$ cat src/rtl/drive_seq_pkg.sv
// Shared state encoding and timer width for the drive sequencer.
package drive_seq_pkg;

  localparam int unsigned TIMER_W = 16;

  typedef enum logic [2:0] {
    StIdle  = 3'd0,
    StFwd   = 3'd1,
    StBrake = 3'd2,
    StRev   = 3'd3,
    StTurn  = 3'd4,
    StStall = 3'd5
  } drive_state_e;

  function automatic logic is_driving(drive_state_e s);
    return (s == StFwd) || (s == StRev) || (s == StTurn);
  endfunction

endpackage

$ cat src/rtl/ms_tick_gen.sv
// Free-running prescaler: one-cycle tick every CLK_HZ/1000 clocks.
module ms_tick_gen #(
  parameter int unsigned CLK_HZ = 50_000_000
) (
  input  logic iCLK,
  input  logic iRST_n,
  output logic oTick
);

  localparam int unsigned Div  = CLK_HZ / 1000;
  localparam int unsigned CntW = (Div > 1) ? $clog2(Div) : 1;

  logic [CntW-1:0] cnt_q, cnt_d;

  assign oTick = (cnt_q == CntW'(Div - 1));

  always_comb begin
    cnt_d = oTick ? '0 : cnt_q + 1'b1;
  end

  always_ff @(posedge iCLK or negedge iRST_n) begin
    if (!iRST_n) cnt_q <= '0;
    else         cnt_q <= cnt_d;
  end

endmodule

$ cat src/rtl/drive_sequencer.sv
// Obstacle-avoidance sequencer: timed FWD/BRAKE/REV/TURN phases driving both motor channels.
module drive_sequencer
  import drive_seq_pkg::*;
#(
  parameter int unsigned CLK_HZ     = 50_000_000,
  parameter int unsigned DIST_W     = 33,
  parameter int unsigned NEAR_CM    = 20,
  parameter int unsigned FAR_CM     = 25,
  parameter int unsigned BRAKE_MS   = 100,
  parameter int unsigned REVERSE_MS = 3200,
  parameter int unsigned TURN_MS    = 800,
  parameter int unsigned STALE_MS   = 200
) (
  input  logic              iCLK,
  input  logic              iRST_n,
  input  logic              iEnable,
  input  logic              iTurnMode,
  input  logic [DIST_W-1:0] iDistance,
  input  logic              iDistValid,
  output logic              oDir1,
  output logic              oDir2,
  output logic              oRun,
  output logic [2:0]        oState,
  output logic              oStale
);

  localparam logic [TIMER_W-1:0] BrakeT = TIMER_W'(BRAKE_MS);
  localparam logic [TIMER_W-1:0] RevT   = TIMER_W'(REVERSE_MS);
  localparam logic [TIMER_W-1:0] TurnT  = TIMER_W'(TURN_MS);
  localparam logic [TIMER_W-1:0] StaleT = TIMER_W'(STALE_MS);

  function automatic logic [TIMER_W-1:0] dwell(drive_state_e s);
    case (s)
      StBrake: return BrakeT;
      StRev:   return RevT;
      StTurn:  return TurnT;
      default: return '0;
    endcase
  endfunction

  logic               tick;
  drive_state_e       state_q, state_d, target_q, target_d;
  logic [TIMER_W-1:0] timer_q, timer_d, stale_q, stale_d;
  logic               last_clear_q, last_clear_d;
  logic               run_q, run_d, dir1_q, dir1_d, dir2_q, dir2_d;
  logic               near_rd, clear_rd, expiry, reload, stale_hit;

  ms_tick_gen #(.CLK_HZ(CLK_HZ)) u_tick (
    .iCLK  (iCLK),
    .iRST_n(iRST_n),
    .oTick (tick)
  );

  assign near_rd   = iDistValid && (iDistance <  DIST_W'(NEAR_CM));
  assign clear_rd  = iDistValid && (iDistance >= DIST_W'(FAR_CM));
  assign expiry    = tick && (timer_q == TIMER_W'(1));
  assign stale_hit = (stale_q == StaleT);

  always_comb begin
    last_clear_d = last_clear_q;
    if (near_rd)       last_clear_d = 1'b0;
    else if (clear_rd) last_clear_d = 1'b1;

    stale_d = stale_q;
    if (iDistValid)              stale_d = '0;
    else if (tick && !stale_hit) stale_d = stale_q + 1'b1;
  end

  // A reading arriving on the expiry cycle is already folded into last_clear_d.
  always_comb begin
    state_d  = state_q;
    target_d = target_q;
    reload   = 1'b0;
    if (!iEnable) begin
      state_d = StIdle;
    end else begin
      case (state_q)
        StIdle: state_d = StFwd;
        StFwd: begin
          if (near_rd) begin
            state_d  = StBrake;
            target_d = iTurnMode ? StTurn : StRev;
          end else if (stale_hit && !iDistValid) begin
            state_d = StStall;
          end
        end
        StBrake: if (expiry) state_d = target_q;
        StRev, StTurn: begin
          if (near_rd) begin
            reload = 1'b1;
          end else if (expiry) begin
            if (last_clear_d) begin
              state_d  = StBrake;
              target_d = StFwd;
            end else begin
              reload = 1'b1;
            end
          end
        end
        StStall: begin
          if (clear_rd) begin
            state_d = StFwd;
          end else if (near_rd) begin
            state_d  = StBrake;
            target_d = iTurnMode ? StTurn : StRev;
          end
        end
        default: state_d = StIdle;
      endcase
    end
  end

  always_comb begin
    if (state_d != state_q || reload)      timer_d = dwell(state_d);
    else if (tick && timer_q != '0)        timer_d = timer_q - 1'b1;
    else                                   timer_d = timer_q;

    run_d  = is_driving(state_d);
    dir1_d = dir1_q;
    dir2_d = dir2_q;
    case (state_d)
      StIdle, StFwd: begin dir1_d = 1'b1; dir2_d = 1'b1; end
      StRev:         begin dir1_d = 1'b0; dir2_d = 1'b0; end
      StTurn:        begin dir1_d = 1'b0; dir2_d = 1'b1; end
      default: ;
    endcase
  end

  always_ff @(posedge iCLK or negedge iRST_n) begin
    if (!iRST_n) begin
      state_q      <= StIdle;
      target_q     <= StFwd;
      timer_q      <= '0;
      stale_q      <= '0;
      last_clear_q <= 1'b0;
      run_q        <= 1'b0;
      dir1_q       <= 1'b1;
      dir2_q       <= 1'b1;
    end else begin
      state_q      <= state_d;
      target_q     <= target_d;
      timer_q      <= timer_d;
      stale_q      <= stale_d;
      last_clear_q <= last_clear_d;
      run_q        <= run_d;
      dir1_q       <= dir1_d;
      dir2_q       <= dir2_d;
    end
  end

  assign oDir1  = dir1_q;
  assign oDir2  = dir2_q;
  assign oRun   = run_q;
  assign oState = state_q;
  assign oStale = stale_hit;

endmodule
$ cat config.mk
export PLATFORM = sky130hd
export DESIGN_NAME = drive_sequencer
export DESIGN_NICKNAME = d
export VERILOG_FILES = /design/src/rtl/drive_seq_pkg.sv /design/src/rtl/ms_tick_gen.sv /design/src/rtl/drive_sequencer.sv
export SDC_FILE = /design/constraint.sdc
export NUM_CORES = 1
export LEC_CHECK = 0
export ABC_AREA = 1
export CELL_PAD_IN_SITES_DETAIL_PLACEMENT = 1
export CELL_PAD_IN_SITES_GLOBAL_PLACEMENT = 1
export CORE_ASPECT_RATIO = 1.25
export CORE_MARGIN = 4
export CORE_UTILIZATION = 40
export DETAILED_ROUTE_END_ITERATION = 16
export GPL_TIMING_DRIVEN = 1
export PLACE_DENSITY = 0.86
export SETUP_SLACK_MARGIN = 0.3
export SYNTH_ARGS = -nofsm -noshare
export SYNTH_HDL_FRONTEND = slang
export SYNTH_HIERARCHICAL = 1
export SYNTH_SLANG_ARGS = --single-unit
$ cat constraint.sdc
create_clock -name iCLK -period 3.5 [get_ports iCLK]
set_input_delay 1.05 -clock iCLK [delete_from_list [all_inputs] [get_ports iCLK]]
set_output_delay 1.05 -clock iCLK [all_outputs]
set_load 0.02 [all_outputs]
======== Yosys cells after proc, flatten, opt, wreduce, memory -nomap -nowiden ========
Index checks and enable logic that the tools add are counted.
storage, ports and cells
  logic and storage cells ................. 87
  bits in registers ....................... 58
  output and inout bits ................... 7
  input bits .............................. 38
cells by class
  eq/ne operators ......................... 17
  add/subtract/negate cells ............... 3
  reductions and logical operators ........ 24
  $lt $le $gt $ge ......................... 2
  multiplexer cells ....................... 32
operators with widths
  kind                   number
  $mux 16                5
  $mux 3                 15
  $pmux 12 s3            1
  $ge 33x5->1 const B    1
  $lt 33x5->1 const B    1
  $add 16x1->16 const B  2
  $eq 16x1->1 const B    1
  $eq 16x16->1 const B   1
  $eq 16x8->1 const B    1
  $reduce_bool 16->1     1
  $sub 16x1->16 const B  1
  $pmux 3 s5             1
  $eq 3x2->1 const B     4
  $eq 3x3->1 const B     3
  $pmux 3 s3             1
  $ne 2x2->1 const B     4
  $reduce_bool 2->1      4
  $mux 1                 7
  $eq 3x1->1 const B     2
  $logic_and 1x1->1      6
  $logic_not 3->1        2
  $reduce_and 6->1       1
  $reduce_or 2->1        3
  $pmux 1 s2             2
  5 further kinds        8

======== Logic depth before layout (Yosys ltp) ========
  depth after elaboration ................. 12
  gate-level depth with buffers ........... 25
  mapped depth without buffers ............ 25

======== Hierarchy ========
The synthesis kept the hierarchy.
by module, submodules not included
  module           instances  area each (um2)  seq. area each (um2)  cells an instance
  drive_sequencer  1          2812.7           1054.8                411
  ms_tick_gen      1          877.1            400.4                 121

======== Worst setup path after synthesis ========
OpenSTA, ideal clock, no wires.
  kind .................................... input to register
  start ................................... input port iDistance[29]
  end ..................................... register timer_q[9]
  path buffers ............................ 1
  arrival ................................. 2.567 ns
  required time ........................... 3.387 ns
  library setup time ...................... 0.113 ns
  path slack .............................. 0.820 ns
  stages .................................. 18
  cells stage by stage .................... nor2_1 -> and2_1 -> nand2_1 -> nor2_2 -> nand2_1 -> nand2_2 -> nand2_1 -> nand2_1 -> nand2_1 -> nand3_1 -> nand2_1 -> nand2_1 -> nand3_2 -> nor2_8 -> buf_6 -> nand3b_1 -> nand2_1 -> inv_1
on the way
  cells in the longest elaborated chain, start to end .. 12
  elaborated cells on any way between the ends .. 27
  classes of those cells .................. 2 x order compare; 4 x eq/ne; 17 x mux; 4 x reduce/logical
RTL lines
  what                                             line                                           RTL
  start, declared                                  drive_sequencer.sv:18                          input logic [DIST_W-1:0] iDistance,
  $ge 33x5->1                                      drive_sequencer.sv:55                          assign clear_rd = iDistValid && (iDistance >= DIST_W'(FAR_CM));
  $logic_and 1x1->1                                drive_sequencer.sv:55
  $mux 1                                           drive_sequencer.sv:62                          else if (clear_rd) last_clear_d = 1'b1;
  $mux 1                                           drive_sequencer.sv:61                          if (near_rd) last_clear_d = 1'b0;
  $mux 3                                           drive_sequencer.sv:92                          if (last_clear_d) begin
  $mux 3                                           drive_sequencer.sv:91                          end else if (expiry) begin
  $mux 3                                           drive_sequencer.sv:89                          if (near_rd) begin
  $pmux 3 s5                                       drive_sequencer.sv:77                          case (state_q)
  $mux 3                                           drive_sequencer.sv:74                          if (!iEnable) begin
  $eq 3x3->1, or another cell as far along         drive_sequencer.sv:33                          case (s)
  $pmux 12 s3 or $logic_or 1x1->1 (tied branches)  drive_sequencer.sv:33, drive_sequencer.sv:114
  $mux 16 or $reduce_bool 2->1 (tied branches)     --
  end signal, assigned                             drive_sequencer.sv:142                         timer_q <= timer_d;
  end, declared                                    drive_sequencer.sv:43                          logic [TIMER_W-1:0] timer_q, timer_d, stale_q, stale_d;
Parallel ways exist; a longest one is shown, timed or not.
A chain may end at the register's enable or synchronous reset.

======== Worst setup path in the final report ========
  start ................................... input port iDistance[12]
  end ..................................... register timer_q[5]
Same word-level chain as after synthesis.

==> results.json <==
{
  "clk_latency_ns": 0.34,
  "n_fill_cell": 1168,
  "ff2ff_setup_slack_ns": 0.53,
  "wl_met2_mm": 5.39,
  "tightestPinTransition_ns": 0.769,
  "final_design_area_no_fill_sq_um": 4520,
  "remaining_drc_errors": 0,
  "arrival_ns": 3.29,
  "synth.avg_cell_area_sq_um": 6.94,
  "cts_buffers": 9,
  "fin_nets": 634,
  "cts_buffer_depth": 2,
  "ys.flop_type": "sky130_fd_sc_hd__dfrtp_1",
  "synthesis.instances": 532,
  "start_util_pct": 41.7,
  "power_report.internal_total_mw": 1.16,
  "power.share.sequential_pct": 44.0,
  "worst_r2r_path_depth": 18,
  "peak_vdd_ir_mv": 0.353,
  "grt_pass1_wl_mm": 17.4,
  "min_delay_worst_endpoint": "oDir2",
  "timing.clock.skew_ns": 0.00638,
  "h-tree-depth": 3,
  "drt_first_iter_violations": 121,
  "placement.cell_area_sq_um": 4270,
  "drt_wl_total_mm": 9.97,
  "gp_routability_congestion": 0.854,
  "yosysSeqAreaShare_pct": 39.4,
  "data_required_time_of_the_worst_path_ns": 3.78,
  "setup_violations": 0,
  "wl_met3_um": 222,
  "route.antenna.remaining_nets": 0,
  "timing.final.hold_violations": 0,
  "die_w_um": 93.9,
  "timing.critical_path.fanout_max": 8,
  "cap_viol_max_count": 0,
  "post-route-period-util_pct": 86.0,
  "rsz0062_at_grt": "false",
  "detail_route.wl_per_cell_um": 13.9,
  "switching_share_pct": 32.7,
  "synth_fp_nets": 575,
  "clkPwrFrac_pct": 32.2,
  "number_of_synthesized_register_bits": 58,
  "maxClockFrequency_mhz": 332,
  "r2r-start": "u_tick/cnt_q[1]",
  "outcome": "complete, no violations",
  "criticalPathCategory": "primary input to flip-flop",
  "numClockSinks": 58,
  "ys_async_sr_fraction_pct": 100,
  "setup.worst_path.end_class": "flip-flop",
  "placementRows": 38,
  "min_delay_path_depth": 2,
  "worst_slew_margin_rel_pct": 48.7,
  "worstSetupStartpointType": "primary input",
  "final_layout_size_suffix_gt1_share_pct": 10.1,
  "vias_per_cell": 4.94,
  "synth-edff-count": 0,
  "floorplan_die_area_sq_um": 10800,
  "numPortBuffers": 44,
  "drt_first_pass_iters": 4,
  "netlist-cell-type-count": 39,
  "power_per_cell_area_nw_per_um2": 383,
  "placeableCoreArea_sq_um": 8840,
  "antenna_found_initial": 0,
  "reg2reg_to": "timer_q[5]",
  "ys_warn_count": 6,
  "dr.max_layer_used": "met4",
  "area_growth_pct": 22.4,
  "clk_root_buf": "sky130_fd_sc_hd__clkbuf_8",
  "maximum_number_of_pins_on_one_net_before_global_route_repair": 59,
  "finalWorstPathRequiredPeriod_ns": 3.01,
  "power_frac_comb_pct": 23.8,
  "p_leak_nw": 2.25,
  "clk_pin_slew_worst_paths_ns": 0.06,
  "groute.usage.overall_pct": 20.0,
  "via_count_of_the_routed_design": 3533,
  "residual_overflow_from_global_routing": 0,
  "boundaryPins": 45,
  "tritoncts": "done",
  "report.final.slew_viol_count": 0,
  "dieHeight_um": 115,
  "post-dp-hpwl_mm": 7.44,
  "met1Wirelength_mm": 4.17,
  "worst_hold_path_type": "flip-flop to flip-flop",
  "first_global_vias": 3831,
  "post_synth_instance_area_sq_um": 3690,
  "num_antenna_cells": 0,
  "timing.hold.worst.start": "oDir2",
  "switching_power_mw": 0.567,
  "fin_tns_setup_ns": 0
}
[layout make-up]
| class | count | area (sq um) | share of cell area [%] |
|---|---|---|---|
| clock buffer | 12 | 155 | 3.43 |
| multi-input combinational | 374 | 1880 | 41.7 |
| inverter | 96 | 363 | 8.03 |
| tap | 120 | 150 | 3.32 |
| timing repair buffer | 52 | 494 | 10.9 |
| sequential | 58 | 1460 | 32.2 |
| clock inverter | 3 | 15.0 | 0.332 |
[synthesized netlist by cell type, types with 8 or more instances]
cell type | n | area, sq um
sky130_fd_sc_hd__nand4_1 | 14 | 87.6
sky130_fd_sc_hd__nand2_2 | 8 | 50.1
sky130_fd_sc_hd__nor2_1 | 70 | 263
sky130_fd_sc_hd__a21oi_1 | 14 | 70.1
sky130_fd_sc_hd__inv_1 | 90 | 338
sky130_fd_sc_hd__o21ai_0 | 20 | 100
sky130_fd_sc_hd__nand2_1 | 145 | 544
sky130_fd_sc_hd__dfrtp_1 | 55 | 1380
sky130_fd_sc_hd__nand3_1 | 30 | 150
sky130_fd_sc_hd__nor3_1 | 15 | 75.1
sky130_fd_sc_hd__xor2_1 | 13 | 114
[cells in the final DEF (no fill, tap or decap), drive strengths merged, types with 9 or more instances in the layout]
cell type      count
dfrtp             55
nand3             33
xor2              13
a21oi             14
o21ai             23
buf                9
nand2            154
nand4             14
clkdlybuf4s50     42
nor3              19
nor2              75
clkbuf            12
inv               95
[sequential cells by signal (all words and copies together), names as in the netlist]
register,cells
target_q,3
last_clear_q,1
stale_q,16
oState,3
oDir2,1
timer_q,16
u_tick/cnt_q,16
oRun,1
oDir1,1
[per-stage QoR]
step	util, %	total power [mW]	hold slack, ns	cells	setup slack, ns
2_1_floorplan	-	1.02	0.452	532	0.820
3_3_place_gp	48.2	1.14	0.457	694	0.177
3_5_place_dp	48.2	1.16	0.477	694	0.0285
4_1_cts	50.1	1.74	0.488	709	0.385
5_1_grt	51.1	1.84	0.521	715	0.229
6_report	51.1	1.73	0.484	715	0.489
[metal layers]
layer / up-vias / track usage, %
li1: 1778 / -
met1: 1707 / 22.4
met2: 33 / 36.9
met3: 15 / 4.06
met4: 0 / 7.80
met5: - / 0
[worst max-delay path, cell delays in order]
cell and delay, ns:
sky130_fd_sc_hd__clkdlybuf4s50_1 0.41, sky130_fd_sc_hd__inv_1 0.07, sky130_fd_sc_hd__nand2_1 0.06, sky130_fd_sc_hd__nor2_1 0.10, sky130_fd_sc_hd__nand2_1 0.08, sky130_fd_sc_hd__nor2_1 0.13
sky130_fd_sc_hd__nand2_1 0.08, sky130_fd_sc_hd__nand2_2 0.08, sky130_fd_sc_hd__nand2_1 0.06, sky130_fd_sc_hd__nand2_1 0.06, sky130_fd_sc_hd__nand2_1 0.04, sky130_fd_sc_hd__nand3_1 0.12
sky130_fd_sc_hd__nand2_2 0.12, sky130_fd_sc_hd__nand2_2 0.10, sky130_fd_sc_hd__nand3_4 0.11, sky130_fd_sc_hd__nor2_8 0.19, sky130_fd_sc_hd__buf_4 0.16, sky130_fd_sc_hd__nand2_1 0.05
sky130_fd_sc_hd__nand2_1 0.08, sky130_fd_sc_hd__nand2_1 0.06, sky130_fd_sc_hd__nand2_1 0.06
[how the worst max path moves through the flow]
| stage | depth (start not counted) | startpoint | endpoint | slack, ns |
|---|---|---|---|---|
| 6_report | 21 | iDistance[12] | timer_q[5] | 0.49 |
| 5_1_grt | 25 | u_tick/cnt_q[1] | timer_q[5] | 0.23 |
| 4_1_cts | 16 | u_tick/cnt_q[0] | timer_q[11] | 0.39 |
| 3_5_place_dp | 19 | iDistance[12] | timer_q[11] | 0.03 |
| 3_3_place_gp | 18 | iDistance[29] | timer_q[11] | 0.18 |
| 2_1_floorplan | 18 | iDistance[29] | timer_q[9] | 0.82 |
[cell families after synthesis]
kind of cell / Yosys count / synth area share [%]
simple gates: 306 / 37.4
flops: 58 / 39.4
xor+xnor: 18 / 4.27
compound gates: 45 / 6.71
buf+inv: 100 / 10.4
fa+ha+maj: 5 / 1.70
[power by group through the flow]
| stage | combinational, mW | clock [mW] | sequential [mW] |
|---|---|---|---|
| 4_1_cts | 0.404 | 0.577 | 0.760 |
| 5_1_grt | 0.468 | 0.608 | 0.767 |
| 3_3_place_gp | 0.375 | 0 | 0.767 |
| 3_5_place_dp | 0.392 | 0 | 0.771 |
| 2_1_floorplan | 0.261 | 0 | 0.761 |
| 6_report | 0.413 | 0.557 | 0.762 |
[what timing repair did]
action | CTS | global route
setup buffers | 0 | 6
hold buffers | 0 | 0
setup endpoints to repair | 1 | 16
pin swaps | 0 | 4
gates cloned | 0 | 0
gates resized for setup | 1 | 11
Power figures use the tool's default switching activity.
